<file path="src/rtl/pwm_multi_ch.sv">
// Multi-channel PWM generator with double-buffered period/duty/mode, transferred at period boundaries.
// Define PWM_CENTER_MODE_EN to build in center-aligned (up/down) counting selected by mode=1.
module pwm_multi_ch #(
    parameter int NUM_CH         = 4,
    parameter int WIDTH          = 16,
    parameter int DEFAULT_PERIOD = 1000
) (
    input  logic                    clk,
    input  logic                    rst_n,
    input  logic                    enable,
    input  logic                    load,
    input  logic [WIDTH-1:0]        period,
    input  logic [NUM_CH*WIDTH-1:0] duty,
    input  logic                    mode,
    output logic [NUM_CH-1:0]       pwm_out,
    output logic                    period_tick,
    output logic                    pending
);

    localparam logic [WIDTH-1:0] DEF_P = WIDTH'(DEFAULT_PERIOD);

    logic [WIDTH-1:0]        cnt_q, cnt_d;
    logic [WIDTH-1:0]        stg_per_q, stg_per_d, sh_per_q, sh_per_d;
    logic [NUM_CH*WIDTH-1:0] stg_duty_q, stg_duty_d, sh_duty_q, sh_duty_d;
    logic [NUM_CH-1:0]       pwm_q, pwm_d;
    logic                    tick_q, tick_d;
    logic                    pend_q, pend_d;
    logic [WIDTH-1:0]        per_m1;
    logic                    boundary;
    logic                    xfer;

`ifdef PWM_CENTER_MODE_EN
    logic stg_mode_q, stg_mode_d, sh_mode_q, sh_mode_d;
    logic dir_q, dir_d;  // 1 = counting down
`else
    logic unused_mode;
    assign unused_mode = mode;
`endif

    always_comb begin
        per_m1   = sh_per_q - 1'b1;
        boundary = 1'b0;
        cnt_d    = '0;
`ifdef PWM_CENTER_MODE_EN
        dir_d    = 1'b0;
`endif
        if (sh_per_q <= WIDTH'(1)) begin
            boundary = 1'b1;
`ifdef PWM_CENTER_MODE_EN
        end else if (sh_mode_q) begin
            if (dir_q) begin
                if (cnt_q <= WIDTH'(1)) begin
                    boundary = 1'b1;
                end else begin
                    cnt_d = cnt_q - 1'b1;
                    dir_d = 1'b1;
                end
            end else if (cnt_q >= per_m1) begin
                // Ps==2 has no room to turn around: the top is also the boundary
                if (per_m1 <= WIDTH'(1)) begin
                    boundary = 1'b1;
                end else begin
                    cnt_d = cnt_q - 1'b1;
                    dir_d = 1'b1;
                end
            end else begin
                cnt_d = cnt_q + 1'b1;
            end
`endif
        end else if (cnt_q >= per_m1) begin
            boundary = 1'b1;
        end else begin
            cnt_d = cnt_q + 1'b1;
        end

        if (!enable) begin
            boundary = 1'b0;
            cnt_d    = '0;
`ifdef PWM_CENTER_MODE_EN
            dir_d    = 1'b0;
`endif
        end

        tick_d = boundary;
        // A load on the transfer cycle wins: the old staged set is dropped
        xfer   = pend_q && !load && (boundary || !enable);

        stg_per_d  = stg_per_q;
        stg_duty_d = stg_duty_q;
        sh_per_d   = sh_per_q;
        sh_duty_d  = sh_duty_q;
        pend_d     = pend_q;
`ifdef PWM_CENTER_MODE_EN
        stg_mode_d = stg_mode_q;
        sh_mode_d  = sh_mode_q;
`endif
        if (load) begin
            stg_per_d  = period;
            stg_duty_d = duty;
            pend_d     = 1'b1;
`ifdef PWM_CENTER_MODE_EN
            stg_mode_d = mode;
`endif
        end else if (xfer) begin
            sh_per_d  = stg_per_q;
            sh_duty_d = stg_duty_q;
            pend_d    = 1'b0;
`ifdef PWM_CENTER_MODE_EN
            sh_mode_d = stg_mode_q;
`endif
        end

        for (int i = 0; i < NUM_CH; i++) begin
            pwm_d[i] = enable && (cnt_q < sh_duty_q[i*WIDTH +: WIDTH]);
        end
    end

    always_ff @(posedge clk or negedge rst_n) begin
        if (!rst_n) begin
            cnt_q      <= '0;
            stg_per_q  <= DEF_P;
            stg_duty_q <= '0;
            sh_per_q   <= DEF_P;
            sh_duty_q  <= '0;
            pwm_q      <= '0;
            tick_q     <= 1'b0;
            pend_q     <= 1'b0;
`ifdef PWM_CENTER_MODE_EN
            stg_mode_q <= 1'b0;
            sh_mode_q  <= 1'b0;
            dir_q      <= 1'b0;
`endif
        end else begin
            cnt_q      <= cnt_d;
            stg_per_q  <= stg_per_d;
            stg_duty_q <= stg_duty_d;
            sh_per_q   <= sh_per_d;
            sh_duty_q  <= sh_duty_d;
            pwm_q      <= pwm_d;
            tick_q     <= tick_d;
            pend_q     <= pend_d;
`ifdef PWM_CENTER_MODE_EN
            stg_mode_q <= stg_mode_d;
            sh_mode_q  <= sh_mode_d;
            dir_q      <= dir_d;
`endif
        end
    end

    assign pwm_out     = pwm_q;
    assign period_tick = tick_q;
    assign pending     = pend_q;

endmodule
</file>
<file path="config.mk">
export PLATFORM = sky130hd
export DESIGN_NAME = pwm_multi_ch
export DESIGN_NICKNAME = d
export VERILOG_FILES = /design/src/rtl/pwm_multi_ch.sv
export SDC_FILE = /design/constraint.sdc
export NUM_CORES = 1
export LEC_CHECK = 0
export BUFFER_PORTS_ARGS = -buffer_cell sky130_fd_sc_hd__clkbuf_2
export CORE_ASPECT_RATIO = 1.1
export CORE_MARGIN = 2
export CORE_UTILIZATION = 45
export DETAILED_ROUTE_END_ITERATION = 10
export PLACE_DENSITY = 0.62
export SLEW_MARGIN = 20
export SYNTH_ARGS = -nofsm -noshare
export SYNTH_HDL_FRONTEND = slang
export SYNTH_SLANG_ARGS = --single-unit
</file>
<file path="constraint.sdc">
create_clock -name clk -period 4.4 [get_ports clk]
set_input_delay 0 -clock clk [delete_from_list [all_inputs] [get_ports clk]]
set_output_delay 0 -clock clk [all_outputs]
set_load 0.01 [all_outputs]
</file>
======== Word level (Yosys, flattened, before mapping) ========
Cells that the tools add are included.
storage, ports and cells
  output and inout port bits .............. 6
  bits in registers ....................... 182
  logic and storage cells ................. 36
cells by class
  $add $sub $neg .......................... 2
  muxes and demuxes ....................... 8
  reduce and logical (&&, ||, !) cells .... 11
  bitwise logic cells ..................... 1
  order comparisons ....................... 6
operators by type and width
  cell                                                             count
  < comparator 16 bit                                              4
  2-to-1 mux 16 bit                                                3
  adder 16 x 1 -> 16 bit, second input constant                    1
  >= comparator 16 bit                                             1
  less-or-equal comparator 16 x 1 -> 1 bit, second input constant  1
  subtractor 16 x 1 -> 16 bit, second input constant               1
  logical AND 1 bit                                                6
  2-to-1 mux 1 bit                                                 5
  logical NOT 1 bit                                                2
  AND reduction 2 bit                                              1
  nonzero test 2 bit                                               1
  logical OR 1 bit                                                 1
  NOT 1 bit                                                        1

======== Depth between registers and ports, before layout ========
  depth in word-level cells ............... 9
  gate-level depth with buffers ........... 14
  gate-level depth less buffers ........... 12

======== Least setup slack after synthesis ========
Ideal clock, no wire load.
  kind .................................... register to register
  start ................................... register sh_per_q[5]
  end ..................................... register sh_duty_q[0]
  path slack .............................. 0.880 ns
  stages on the path, launching flop included .. 14
  period minus slack after synthesis ...... 3.520 ns
  setup time .............................. 0.125 ns
  buffers on the path ..................... 2
  arrival ................................. 3.395 ns
  cells stage by stage .................... dfstp_2 -> nor4_2 -> nand3_1 -> or3_1 -> nor3_1 -> xnor2_1 -> ha_1 -> and4_1 -> a221o_1 -> a31oi_1 -> a311o_1 -> buf_4 -> buf_6 -> mux2_4
on the way
  word-level cells in the longest chain between the ends .. 8
RTL lines
  item                                      line  RTL
  from (decl)                               23    logic [WIDTH-1:0] stg_per_q, stg_per_d, sh_per_q, sh_per_d;
  from (signal assigned)                    137   sh_per_q <= sh_per_d;
  subtractor 16 x 1 -> 16 bit               41    per_m1 = sh_per_q - 1'b1;
  >= comparator 16 bit                      70    end else if (cnt_q >= per_m1) begin
  2-to-1 mux 1 bit                          70
  2-to-1 mux 1 bit (*)                      47    if (sh_per_q <= WIDTH'(1)) begin
  2-to-1 mux 1 bit (*)                      76    if (!enable) begin
  logical OR 1 bit (*)                      86    xfer = pend_q && !load && (boundary || !enable);
  logical AND 1 bit (*)                     86
  AND reduction 2 bit (no source line) (*)  --
  to (signal assigned)                      138   sh_duty_q <= sh_duty_d;
  to (decl)                                 24    logic [NUM_CH*WIDTH-1:0] stg_duty_q, stg_duty_d, sh_duty_q, sh_duty_d;
Every way passes the cells marked *; elsewhere a longest branch is shown, timed or not.
A chain may end at the register's enable or synchronous reset.

======== Final worst setup path ========
  start ................................... register sh_per_q[9]
  end ..................................... register sh_duty_q[8]
The elaborated chain is that of the path after synthesis.

==> impl_metrics.env <==
export IMPL_yosysWarnings=0
export IMPL_critPathRequiredTime_ns=4.71
export IMPL_r2r_slack_ns=0.57
export IMPL_fmaxAchievable_mhz=261
export IMPL_start_util_pct=45.4
export IMPL_cts_sinks=182
export IMPL_cp_endpoint="sh_duty_q[8]"
export IMPL_insertion_delay_ns=0.42
export IMPL_wl_met3_um=478
export IMPL_p_leak_uw=0.00580
export IMPL_yosysTopAreaCell="dfrtp_1"
export IMPL_reg2reg_to="sh_duty_q[8]"
export IMPL_cap_violations=0
export IMPL_setup_viol=0
export IMPL_r2r_start="sh_per_q[9]"
export IMPL_dpl_hpwl_mm=12.6
export IMPL_worstSetupPathType="flip-flop to flip-flop"
export IMPL_core_area_sq_mm=0.0204
export IMPL_rows=55
export IMPL_ios=91
export IMPL_ctsLongestPathBuffers=2
export IMPL_cts_buffers_inserted=17
export IMPL_ff2ff_path_depth=12
export IMPL_min_period_ns=3.83
export IMPL_viasPerCell=5.07
export IMPL_worstSetupStartpointType="flip-flop"
export IMPL_finalWirelength_mm=18.4
export IMPL_syn_area_per_cell_sq_um=13.3
export IMPL_cts_tree="built"
export IMPL_fin_setup_tns_ns=0
export IMPL_die_w_um=141
export IMPL_synth_area_top_cells="dfrtp_1, mux2_4, ha_1"
export IMPL_power_density_mw_per_mm2=397
export IMPL_routed_top_layer="met4"
export IMPL_cts_root_buf="clkbuf_16"
export IMPL_status="completed"
export IMPL_synth_cell_type_count=38
export IMPL_area_growth_pct=22.6
export IMPL_met1_length_mm=8.44
export IMPL_layout_nets=1037
export IMPL_vias=5795
export IMPL_synth_nets=861
export IMPL_finalWeightedCongestion=0.812
export IMPL_htreeDepth=4
export IMPL_postRouteAntennaNets=0
export IMPL_critPathArrivalTime_ns=4.14
export IMPL_wl_met2_mm=9.13
export IMPL_place_area_sq_mm=0.00997
export IMPL_period_share_pct=87.2
export IMPL_first_iter_violations=197
export IMPL_design_area_sq_mm=0.0113
export IMPL_synth_top_area_share_pct=46.0
export IMPL_wl_per_cell_um=16.1
export IMPL_drc=0
export IMPL_num_antenna_cells=0
export IMPL_worstSetupEndpointType="flip-flop"
export IMPL_gr_total_overflow=0
export IMPL_cts_resized=0
export IMPL_port_buffers=89
export IMPL_grt_pass1_vias=6304
export IMPL_worst_slew_pin_slew_ns=0.704
export IMPL_slew_headroom_pct=53.1
export IMPL_die_height_um=154
export IMPL_drive_above_1_share_pct=34.0
export IMPL_ys_seq_area_share_pct=49.4
export IMPL_path_clk_slew_ns=0.07
export IMPL_vdd_drop_max_v=0.000229
export IMPL_crit_start="sh_per_q[9]"
export IMPL_synth_cells=697
export IMPL_path_max_fanout=56
export IMPL_fillers=1706
export IMPL_grtUsageTotal_pct=18.2
export IMPL_first_pass_iters=5
export IMPL_synth_seq_cells=182
export IMPL_rsz0062_at_grt="no"
export IMPL_skew_ns=0.00672
export IMPL_finalHoldViolations=0
export IMPL_report_final_slew_viol_count=0
export IMPL_synthesis_area_sq_mm=0.00926
export IMPL_hp_class="input pin to flip-flop"
export IMPL_antenna_found_initial=0
export IMPL_grt_max_degree=107
export IMPL_die_area_sq_mm=0.0217
export IMPL_grt_pass1_wl_mm=31.3
## flip-flops by register name, summed over array words and instances, names as in the netlist
signal	count
cnt_q	16
pwm_out	4
period_tick	1
sh_duty_q	64
stg_per_q	16
stg_duty_q	64
pending	1
sh_per_q	16
## layout by cell type (no fill, tap or decap), types with 2 or more instances in the layout
cell type / netlist / routed
dfstp_2: 12 / 12
mux2_2: 80 / 80
ha_1: 79 / 79
a21oi_1: 6 / 6
clkinvlp_4: 0 / 6
buf_12: 0 / 3
a221oi_1: 5 / 5
clkbuf_16: 0 / 17
nor2_1: 30 / 30
a21o_1: 26 / 26
dfrtp_1: 170 / 170
and3_1: 3 / 3
a31oi_1: 3 / 3
xnor2_1: 13 / 13
mux2_4: 80 / 80
inv_1: 65 / 65
nor4_2: 2 / 2
xor2_1: 15 / 15
a211oi_1: 7 / 7
and4_1: 2 / 2
a211o_1: 2 / 2
nand2_1: 10 / 10
and2_1: 2 / 2
nand4_1: 11 / 11
nor3_1: 9 / 9
nand2b_1: 9 / 9
dlygate4sd3_1: 0 / 82
o21bai_1: 5 / 5
inv_8: 0 / 2
o21ai_0: 5 / 5
clkbuf_2: 0 / 87
buf_4: 1 / 3
o21ai_1: 5 / 5
nand3_1: 14 / 14
inv_6: 0 / 5
## logic make-up (layout without fill, tap and decap cells)
logic type / after synthesis / in the layout / synth area share, %
buffers and inverters: 84 / 273 / 4.10
and+or+nand+nor: 96 / 96 / 5.30
muxes: 160 / 160 / 22.7
AOI/OAI and AO/OA: 68 / 68 / 5.20
DFF: 182 / 182 / 49.4
xor gates and xnor gates: 28 / 28 / 2.65
adders and majority gates: 79 / 79 / 10.7
## routing by layer
layer	vias to the layer above	GRT usage, %
li1	2811	-
met1	2861	23.3
met2	98	31.2
met3	25	3.41
met4	0	6.00
met5	-	0
## metrics by stage
step / power (uW) / hold WS [ns] / worst slack (ns) / cells / util, %
5_1_grt: 4780 / 0.0650 / 0.354 / 1142 / 55.7
4_1_cts: 4570 / 0.0610 / 0.566 / 1142 / 55.7
3_5_place_dp: 3060 / 0.0705 / 0.583 / 1028 / 49.0
3_3_place_gp: 3000 / 0.0445 / 0.626 / 1028 / 49.0
2_1_floorplan: 2790 / -0.296 / 0.880 / 697 / -
6_report: 4510 / 0.0615 / 0.565 / 1142 / 55.7
## synthesized netlist by cell type (all sizes together)
cell type  number
dfrtp         170
mux2          160
ha             79
inv            65
nor2           30
a21o           26
xor2           15
nand3          14
xnor2          13
dfstp          12
nand4          11
clkbuf         10
nand2          10
o21ai          10
buf             9
nand2b          9
nor3            9
a211oi          7
a21oi           6
a221oi          5
o21bai          5
a31oi           3
and3            3
nor4            3
a211o           2
and2            2
and4            2
a21boi          1
a221o           1
a311o           1
nand3b          1
nor2b           1
o2111ai         1
or3             1
## cell type report
type / instances / area (sq um) / area share, %
Multi-Input combinational cell: 431 / 4310 / 38.0
Inverter: 65 / 244 / 2.15
Timing Repair Buffer: 176 / 1350 / 11.9
Clock inverter: 14 / 116 / 1.03
Tap cell: 256 / 320 / 2.82
Sequential cell: 182 / 4570 / 40.3
Clock buffer: 18 / 439 / 3.87
## power breakdown
part	internal [uW]	switching, uW	total, uW
Sequential	1950	196	2150
Combinational	564	365	929
Clock	753	683	1440
## worst min-delay path by stage
stage / start / to / slack [ns] / depth (start not counted)
after CTS: load / pending / 0.06 / 2
after global routing: load / pending / 0.07 / 2
final: load / pending / 0.06 / 2
after floorplan: rst_n / cnt_q[0] / -0.30 / 0
after global placement: rst_n / stg_duty_q[27] / 0.04 / 1
after detailed placement: rst_n / stg_duty_q[27] / 0.07 / 1
## critical path, stage by stage (launching register included)
cell and delay [ns]:
dfstp_2 0.39, nor4_2 0.41, nand3_1 0.17, or3_1 0.36, nor3_1 0.18, xnor2_1 0.15, ha_1 0.26, and4_1 0.19
a221o_1 0.31, a31oi_1 0.24, a311o_2 0.29, buf_12 0.39, mux2_4 0.34
## what timing repair did
action                                 in CTS  in global routing
buffers inserted                            0                  0
hold buffers                               82                  0
endpoints found under the hold margin     161                  0
Power figures use the tool's default switching activity.
